--- src/rtl/i2s_tx_ctrl.sv ---
// i2s_tx_ctrl: sample-pair FIFO and enable sequencer for an i2s_master.
// Stereo pairs arrive from the register side and are buffered in a FIFO.
// Each left-slot request from the master pops one pair into held output
// registers. The master is enabled once enough samples are buffered.
// On a stop request it is released only at a frame boundary.
// Build option: define I2S_UNDERRUN_REPEAT_EN to repeat the last popped
// pair on underrun. When it is undefined, the outputs load zero on underrun.
module i2s_tx_ctrl #(
    parameter int FIFO_DEPTH   = 8,
    parameter int START_THRESH = 2,
    parameter int LOW_THRESH   = 1,
    parameter int UCNT_W       = 16
) (
    input  logic                            clk,
    input  logic                            rst,
    input  logic                            ctrl_start,
    input  logic                            ctrl_stop,
    input  logic                            wr_valid,
    output logic                            wr_ready,
    input  logic [31:0]                     wr_left,
    input  logic [31:0]                     wr_right,
    input  logic                            i2s_data_rqst,
    input  logic                            i2s_ws,
    output logic                            i2s_enable,
    output logic [31:0]                     i2s_data_left,
    output logic [31:0]                     i2s_data_right,
    output logic [$clog2(FIFO_DEPTH):0]     fifo_level,
    output logic [UCNT_W-1:0]               underrun_cnt,
    output logic                            low_level,
    output logic                            busy
);

    localparam int AW = $clog2(FIFO_DEPTH);
    localparam int LW = AW + 1;

    localparam logic [1:0] ST_IDLE  = 2'd0;
    localparam logic [1:0] ST_PRIME = 2'd1;
    localparam logic [1:0] ST_RUN   = 2'd2;
    localparam logic [1:0] ST_DRAIN = 2'd3;

    localparam logic [AW-1:0]     PTR_ONE   = {{(AW-1){1'b0}}, 1'b1};
    localparam logic [LW-1:0]     LVL_ONE   = {{(LW-1){1'b0}}, 1'b1};
    localparam logic [LW-1:0]     LVL_ZERO  = {LW{1'b0}};
    localparam logic [LW-1:0]     LVL_FULL  = LW'(FIFO_DEPTH);
    localparam logic [LW-1:0]     LVL_START = LW'(START_THRESH);
    localparam logic [LW-1:0]     LVL_LOW   = LW'(LOW_THRESH);
    localparam logic [UCNT_W-1:0] CNT_ONE   = {{(UCNT_W-1){1'b0}}, 1'b1};
    localparam logic [UCNT_W-1:0] CNT_MAX   = {UCNT_W{1'b1}};

    // FIFO storage (no reset needed: validity is tracked by level/pointers)
    logic [31:0] mem_left_q  [FIFO_DEPTH];
    logic [31:0] mem_right_q [FIFO_DEPTH];

    logic [1:0]        state_q, state_d;
    logic              parked_q, parked_d;
    logic [AW-1:0]     wr_ptr_q, wr_ptr_d;
    logic [AW-1:0]     rd_ptr_q, rd_ptr_d;
    logic [LW-1:0]     level_q, level_d;
    logic [UCNT_W-1:0] ucnt_q, ucnt_d;
    logic [31:0]       data_left_q, data_left_d;
    logic [31:0]       data_right_q, data_right_d;
    logic              enable_q, enable_d;
    logic              low_q, low_d;
    logic              wr_ready_q, wr_ready_d;
    logic              busy_q, busy_d;

    logic              wr_en_s;
    logic              pop_s;
    logic              underrun_s;
    logic              rqst_left_s;
    logic              empty_s;

    assign rqst_left_s = i2s_data_rqst && !i2s_ws;
    assign empty_s     = (level_q == LVL_ZERO);
    // wr_ready_q tracks the registered level, so a full FIFO refuses a write
    // even when a pop happens in the same cycle.
    assign wr_en_s     = wr_valid && wr_ready_q;

    // Sequencer: state transitions, pop/underrun decisions and parked flag
    always_comb begin
        state_d    = state_q;
        parked_d   = parked_q;
        pop_s      = 1'b0;
        underrun_s = 1'b0;
        case (state_q)
            ST_IDLE: begin
                if (ctrl_start) begin
                    state_d = ST_PRIME;
                end else begin
                    state_d = ST_IDLE;
                end
            end
            ST_PRIME: begin
                if (ctrl_stop) begin
                    state_d = ST_IDLE;
                end else if (level_q >= LVL_START) begin
                    state_d = ST_RUN;
                    // The master consumed its left request before parking,
                    // so the pair for that slot is loaded up front.
                    if (parked_q) begin
                        pop_s    = 1'b1;
                        parked_d = 1'b0;
                    end else begin
                        pop_s    = 1'b0;
                    end
                end else begin
                    state_d = ST_PRIME;
                end
            end
            ST_RUN: begin
                if (rqst_left_s) begin
                    if (empty_s) begin
                        underrun_s = 1'b1;
                    end else begin
                        pop_s      = 1'b1;
                    end
                end else begin
                    pop_s = 1'b0;
                end
                if (ctrl_stop) begin
                    state_d = ST_DRAIN;
                end else begin
                    state_d = ST_RUN;
                end
            end
            ST_DRAIN: begin
                // First left-slot request is the frame boundary: park there.
                if (rqst_left_s) begin
                    parked_d = 1'b1;
                    state_d  = ST_IDLE;
                end else begin
                    state_d  = ST_DRAIN;
                end
            end
            default: begin
                state_d  = ST_IDLE;
                parked_d = 1'b0;
            end
        endcase
    end

    // FIFO pointers and occupancy
    always_comb begin
        if (wr_en_s) begin
            wr_ptr_d = wr_ptr_q + PTR_ONE;
        end else begin
            wr_ptr_d = wr_ptr_q;
        end
        if (pop_s) begin
            rd_ptr_d = rd_ptr_q + PTR_ONE;
        end else begin
            rd_ptr_d = rd_ptr_q;
        end
        case ({wr_en_s, pop_s})
            2'b10:   level_d = level_q + LVL_ONE;
            2'b01:   level_d = level_q - LVL_ONE;
            default: level_d = level_q;
        endcase
    end

    // Held output pair and saturating underrun counter
    always_comb begin
        data_left_d  = data_left_q;
        data_right_d = data_right_q;
        ucnt_d       = ucnt_q;
        if (pop_s) begin
            data_left_d  = mem_left_q[rd_ptr_q];
            data_right_d = mem_right_q[rd_ptr_q];
        end else if (underrun_s) begin
`ifdef I2S_UNDERRUN_REPEAT_EN
            data_left_d  = data_left_q;
            data_right_d = data_right_q;
`else
            data_left_d  = 32'h0000_0000;
            data_right_d = 32'h0000_0000;
`endif
        end else begin
            data_left_d  = data_left_q;
            data_right_d = data_right_q;
        end
        if (underrun_s && (ucnt_q != CNT_MAX)) begin
            ucnt_d = ucnt_q + CNT_ONE;
        end else begin
            ucnt_d = ucnt_q;
        end
    end

    // Status outputs computed from next-state values so the registers line
    // up with state_q and level_q
    always_comb begin
        enable_d   = (state_d == ST_RUN) || (state_d == ST_DRAIN);
        low_d      = (state_d == ST_RUN) && (level_d <= LVL_LOW);
        wr_ready_d = (level_d != LVL_FULL);
        busy_d     = (state_d != ST_IDLE);
    end

    // FIFO storage write port
    always_ff @(posedge clk) begin
        if (wr_en_s) begin
            mem_left_q[wr_ptr_q]  <= wr_left;
            mem_right_q[wr_ptr_q] <= wr_right;
        end
    end

    // Control and output registers with synchronous reset
    always_ff @(posedge clk) begin
        if (rst) begin
            state_q      <= ST_IDLE;
            parked_q     <= 1'b0;
            wr_ptr_q     <= {AW{1'b0}};
            rd_ptr_q     <= {AW{1'b0}};
            level_q      <= LVL_ZERO;
            ucnt_q       <= {UCNT_W{1'b0}};
            data_left_q  <= 32'h0000_0000;
            data_right_q <= 32'h0000_0000;
            enable_q     <= 1'b0;
            low_q        <= 1'b0;
            wr_ready_q   <= 1'b1;
            busy_q       <= 1'b0;
        end else begin
            state_q      <= state_d;
            parked_q     <= parked_d;
            wr_ptr_q     <= wr_ptr_d;
            rd_ptr_q     <= rd_ptr_d;
            level_q      <= level_d;
            ucnt_q       <= ucnt_d;
            data_left_q  <= data_left_d;
            data_right_q <= data_right_d;
            enable_q     <= enable_d;
            low_q        <= low_d;
            wr_ready_q   <= wr_ready_d;
            busy_q       <= busy_d;
        end
    end

    assign wr_ready       = wr_ready_q;
    assign i2s_enable     = enable_q;
    assign i2s_data_left  = data_left_q;
    assign i2s_data_right = data_right_q;
    assign fifo_level     = level_q;
    assign underrun_cnt   = ucnt_q;
    assign low_level      = low_q;
    assign busy           = busy_q;

endmodule
--- config.mk ---
export PLATFORM = sky130hd
export DESIGN_NAME = i2s_tx_ctrl
export DESIGN_NICKNAME = d
export VERILOG_FILES = /design/src/rtl/i2s_tx_ctrl.sv
export SDC_FILE = /design/constraint.sdc
export NUM_CORES = 1
export LEC_CHECK = 0
export BUFFER_PORTS_ARGS = -buffer_cell sky130_fd_sc_hd__buf_2
export CORE_MARGIN = 3
export CORE_UTILIZATION = 24
export CTS_BUF_LIST = sky130_fd_sc_hd__clkbuf_2 sky130_fd_sc_hd__clkbuf_4 sky130_fd_sc_hd__clkbuf_8
export CTS_CLUSTER_SIZE = 8
export DETAILED_ROUTE_END_ITERATION = 16
export HOLD_SLACK_MARGIN = 0.12
export PLACE_DENSITY = 0.41
export SYNTH_ARGS = -nofsm -noshare
export SYNTH_HDL_FRONTEND = slang
export SYNTH_SLANG_ARGS = --single-unit
--- constraint.sdc ---
create_clock -name clk -period 23.6 [get_ports clk]
set_input_delay 4.72 -clock clk [delete_from_list [all_inputs] [get_ports clk]]
set_output_delay 4.72 -clock clk [all_outputs]
set_load 0.03 [all_outputs]
==> out/results.txt, run 1 <==
CTS tree: done
Hold WS: 0.457 ns
H-tree depth: 3
R2r worst-path depth: 5
Post-Layout Inst Area: 27700 um^2
Post-CTS setup buffers: 0
Final nets: 1422
Critical Path AT: 7.23 ns
Met1 usage: 15.4%
Total chip power: 2.27 mW
Worst reg2reg endpoint: i2s_data_left[21]
Die area: 100000 um^2
Reg-to-reg slack, setup: 20.04 ns
ANT nets after route: 0
Hold Crit Depth: 1
Grt ovf: 0
Buffers on Ports: 158
FILL cells: 9474
Pin count of the biggest net entering global routing: 59
Most used DFF post-synth: edfxtp_1
#FFs+latches synth: 611
Wirelength per Cell: 21.4 um
Worst-Margin Slew: 1.07 ns
Post-synth net total: 1186
Residual DRC count: 0
Footprint of the multi-input gates: 5420 um^2
Root Driver: clkbuf_8
DP HPWL: 32000 um
First-pass GRT wire length: 84800 um
Ratio of final minimum period to clock period: 28.0%
Clock slew at reported path FFs: 0.05 ns
FF+latch area: 17400 um^2
Detailed Route Iter0 Violations: 738
Busiest grt layer: met2
Clock Sinks: 611
Post-DP Area: 25400 um^2
Syn Inst Count: 1105
Grt met3 use: 3.55%
Synth warn: 0
Area added between synthesis and finish: 19.7%
Via/cell ratio: 4.26
Final setup vio count: 0
Crit-path max FO: 7
Post-synth EDFFs: 512
Clock Tree Buf Depth: 3
Clock skew: 0.0416 ns
Sequential cell area fraction in the yosys report: 75.1%
Fin Setup TNS: 0 ns
Hold endpoint: i2s_data_right[15]
# rows: 113
Final min period: 6.61 ns
Core area: 95300 um^2
Critical Path Source Type: input port
Vias in the first global route: 12300
Worst Setup Path Type: input port to flop
CP required: 24.22 ns
Clock insertion delay at the later pin of the skew report: 0.72 ns
GRT Util Overall: 11.6%
Most frequent cells in the layout: edfxtp_1, buf_2, mux4_2, clkbuf_8, dfxtp_1
Max-cap violations: 0
Status: complete, no violations
Num CTS Buffers: 109
Class of the worst hold path: flop to flop
Final Hold Viols: 0
Hold_sp: i2s_data_right[15]
Initial antenna violation count: 20
VDD IR max: 34.3 uV
Die Y: 316 um
Maximum clock frequency: 151 MHz
Hold buffers post-CTS: 0
Slew Limit Fails: 0
Asr flop ratio synth: 0%
P per Cell Area: 82.1 nW/um^2
Most common cell after layout, fill and taps aside: edfxtp_1
Post-CTS Resized: 0
RSZ-0062 raised after global routing: false
Layout cells sized above 1: 37.8%
Crit path launch: i2s_ws
I/O pins: 159
Total number of vias: 11500
Mapped Area: 23100 um^2
Leak: 8.82 nW
Drt pass-1 iters: 5
Initial core utilization: 24.3%
Crit end category: flop
Synth unique cells: 61
Met2 GRT Util: 18.4%
Avg Inst Size Synth: 20.9 um^2
Chip width: 316 um
Slew HR: 28.4%
Final WL: 57800 um
GPL Wtd Cong: 0.709
worst max path at each step:
stage	to	slack [ns]	cells after the start
2_1_floorplan	mem_left_q[2][0]	11.41	2
3_3_place_gp	low_level	16.31	11
3_5_place_dp	low_level	16.27	9
4_1_cts	low_level	17.06	9
5_1_grt	low_level	16.83	9
6_report	low_level	16.99	9
registers in the layout, indices dropped and copies added, names as in the netlist, named ones only:
signal and cells:
busy 1, fifo_level 4, i2s_data_left 32, i2s_data_right 32, low_level 1, mem_left_q 256
mem_right_q 256, parked_q 1, rd_ptr_q 3, state_q 2, underrun_cnt 16, wr_ptr_q 3
wr_ready 1
cells by family after synthesis:
family	synth area share [%]
flip-flops	75.1
XOR/XNOR	0.189
adder cells (fa/ha/maj)	0.541
multiplexers	15.8
AND/OR/NAND/NOR	2.86
buffers and inverters	1.64
AO/OA/AOI/OAI	3.83
synth_stat cells (4+ instances only):
library cell  number  area share (%)
edfxtp_1         512              67
mux4_2           128              12
dfxtp_1           99             8.6
mux2i_1           66             2.9
o2bb2ai_1         54             2.0
clkbuf_1          28            0.45
nor2_1            18            0.29
buf_2             13            0.28
nor2b_1           12            0.32
a21oi_1           11            0.24
nand2_1           11            0.18
nor3_1            11            0.24
ha_1              10            0.54
o2bb2ai_2         10            0.65
mux2_2             9            0.44
nand3_1            9            0.19
buf_4              8            0.26
nor4_1             8            0.22
inv_1              7            0.11
or4_1              7            0.23
o21ai_0            6            0.13
buf_8              5            0.32
nand2b_1           5            0.14
o31ai_1            4            0.13
xor2_1             4            0.15
worst max-delay path: stages:
cell	delay, ns
buf_2	0.10
and3b_1	0.35
a32o_1	0.29
and2_1	0.24
ha_1	0.34
or4b_2	0.63
o41ai_1	0.11
nor3_1	0.15
nor4b_2	0.30
area by class of cell:
class | count | area share (%)
flip-flops and latches | 611 | 62.8
multi-input cells | 429 | 19.6
clock buffers | 168 | 7.34
well taps | 1265 | 5.72
repair buffers | 183 | 3.54
clock inverters | 38 | 0.877
inverters | 7 | 0.0950
diodes | 6 | 0.0543
power by group:
group | internal (mW) | leakage (nW) | switching, mW
Clock | 0.562 | 1.21 | 0.441
Combinational | 0.0223 | 2.16 | 0.0464
Sequential | 1.19 | 5.45 | 0.00619
per-layer routing:
layer	share of wire, %	wire, um
met1	45	26200
met2	47	26900
met3	6.3	3620
met4	1.8	1060
met5	0.13	76
through the flow:
| step | util [%] | worst slack (ns) | instances |
|---|---|---|---|
| after floorplan | - | 11.41 | 1105 |
| after global placement | 26.6 | 16.31 | 2495 |
| after detailed placement | 26.6 | 16.27 | 2495 |
| after CTS | 29.0 | 17.06 | 2701 |
| after global routing | 29.0 | 16.83 | 2702 |
| final | 29.0 | 16.99 | 2707 |
No activity file was read; power rests on OpenSTA's default activity.
==> inputs of run 2 (changes only) <==
PLACE_DENSITY = 0.42   (was 0.41)
clock period = 5.9 ns   (was 23.6 ns; I/O delays follow)
==> run 2 against run 1 <==
  * Clock power grew to 4.3 times the previous value
  * Sequential power grew to 4.0 times the previous value
  * Critical endpoint unchanged
  * First-iteration DRC count is 7.7% lower
  * Count of clock-buffer cells in the layout is 2 higher
  * Critical path type is now flop to flop
  * Highest routed layer unchanged
  * Routed wire length is 1.9% lower
  * Combinational power grew to 4.0 times the previous value
==> out/results.txt, run 2 (synthesis gave the netlist of run 1 again) <==
Area added between synthesis and finish: 20.7%
H-tree depth: 3
Via/cell ratio: 4.24
Hold buffers post-CTS: 0
Wirelength per Cell: 20.9 um
Initial core utilization: 24.3%
Footprint of the multi-input gates: 5470 um^2
Crit end category: flop
Final min period: 3.14 ns
Reg power frac: 51.4%
Buffers on Ports: 158
Chip width: 316 um
Final WL: 56700 um
Share of power burned in the clock network: 45.6%
Critical Path AT: 3.78 ns
Residual DRC count: 0
Root Driver: clkbuf_8
Vias in the first global route: 12600
Clock Tree Buf Depth: 3
Status: complete, no violations
CP delay by family, top: simple AND/OR/NAND/NOR gates
Class of the worst hold path: flop to flop
Finished Layout Cells: 2710
Slew HR: 31.6%
Clock skew: 0.0282 ns
CP required: 6.54 ns
# rows: 113
Most common cell after layout, fill and taps aside: edfxtp_1
Final core occ: 29.3%
VDD IR max: 141 uV
DP HPWL: 30000 um
RSZ-0062 raised after global routing: false
Slowest CP cell: or4b_2
Worst-Margin Slew: 1.02 ns
Grt ovf: 0
Clock slew at reported path FFs: 0.06 ns
Final setup vio count: 0
Post-Layout Inst Area: 27900 um^2
Die area: 100000 um^2
Clock Sinks: 611
CTS tree: done
Clock insertion delay at the later pin of the skew report: 0.73 ns
Leak: 8.91 nW
Critical Path Source Type: flop
GPL Wtd Cong: 0.679
R2r worst-path depth: 8
Post-DP Area: 25500 um^2
Initial antenna violation count: 9
Die Y: 316 um
Combinational group share of total power: 2.9%
Maximum clock frequency: 319 MHz
Crit-path max FO: 10
Fin Setup TNS: 0 ns
CP Buf/Inv Count: 0
FF+latch area: 17400 um^2
I/O pins: 159
Critical Path, Cell by Cell: or4_1 > a32o_1 > and2_1 > ha_1 > or4b_2 > o41ai_1 > nor3_1 > nor4b_2
Total number of vias: 11500
Slew Limit Fails: 0
Pin count of the biggest net entering global routing: 71
Regs by FF count: mem_left_q: 256 flops, mem_right_q: 256 flops
Ratio of final minimum period to clock period: 53.2%
Post-CTS Resized: 0
Core area: 95300 um^2
Placed cell count: 2496
ANT nets after route: 0
WP depth: 8
Post-CTS setup buffers: 0
Max incr delay on CP: 0.64 ns
Num CTS Buffers: 108
P per Cell Area: 334 nW/um^2
Detailed Route Iter0 Violations: 681
Most frequent cells in the layout: edfxtp_1, buf_2, clkbuf_8, mux4_2, dfxtp_1
First-pass GRT wire length: 83800 um
Final nets: 1422
Worst Setup Path Type: flop to flop
Max-cap violations: 0
FILL cells: 9516
Hold Crit Depth: 1
Final Hold Viols: 0
Layout cells sized above 1: 38.0%
Net Sw Power: 1.96 mW
GRT Util Overall: 11.5%
Drt pass-1 iters: 7
Internal Power: 7.37 mW
Sw Share: 21.0%
[run 2: final cells by class]
cell class | count | area share [%]
flip-flops and latches | 611 | 62.3
multi-input cells | 429 | 19.6
clock buffers | 170 | 7.47
well taps | 1265 | 5.68
repair buffers | 184 | 3.63
clock inverters | 34 | 1.14
inverters | 7 | 0.0942
diodes | 10 | 0.0897
[run 2: worst paths after layout]
kind	startpoint	to	slack [ns]
max	fifo_level[1]	low_level	2.76
min	i2s_data_right[18]	i2s_data_right[18]	0.46
max reg2reg	fifo_level[1]	low_level	2.76
min reg2reg	i2s_data_right[18]	i2s_data_right[18]	0.46
[run 2: power groups by stage]
stage	Clock [mW]	Sequential (mW)	Combinational, mW
after floorplan	0	4.89	0.146
after global placement	0	4.88	0.282
after detailed placement	0	4.89	0.286
after CTS	4.43	4.80	0.286
after global routing	4.64	4.80	0.305
final	4.25	4.80	0.273
[run 2: worst register-to-register path: stages (launching register included)]
cell and delay [ns]:
dfxtp_1 0.42, or4_1 0.56, a32o_1 0.27, and2_1 0.22, ha_1 0.39, or4b_2 0.64
o41ai_1 0.11, nor3_1 0.16, nor4b_2 0.29
[run 2: per-stage QoR]
step	power, mW	worst slack (ns)	hold slack, ns
after detailed placement	5.17	2.13	0.444
after CTS	9.51	2.75	0.461
after floorplan	5.04	0.408	0.458
final	9.32	2.76	0.456
after global placement	5.16	2.19	0.439
after global routing	9.74	2.58	0.477
[run 2: routing by layer]
| metal | global-route usage, % | routed length [um] | up-vias |
|---|---|---|---|
| li1 | - | - | 5120 |
| met1 | 14.4 | 24500 | 6038 |
| met2 | 19.4 | 28300 | 227 |
| met3 | 2.99 | 2700 | 102 |
| met4 | 3.56 | 1220 | 2 |
| met5 | 0 | 7 | - |
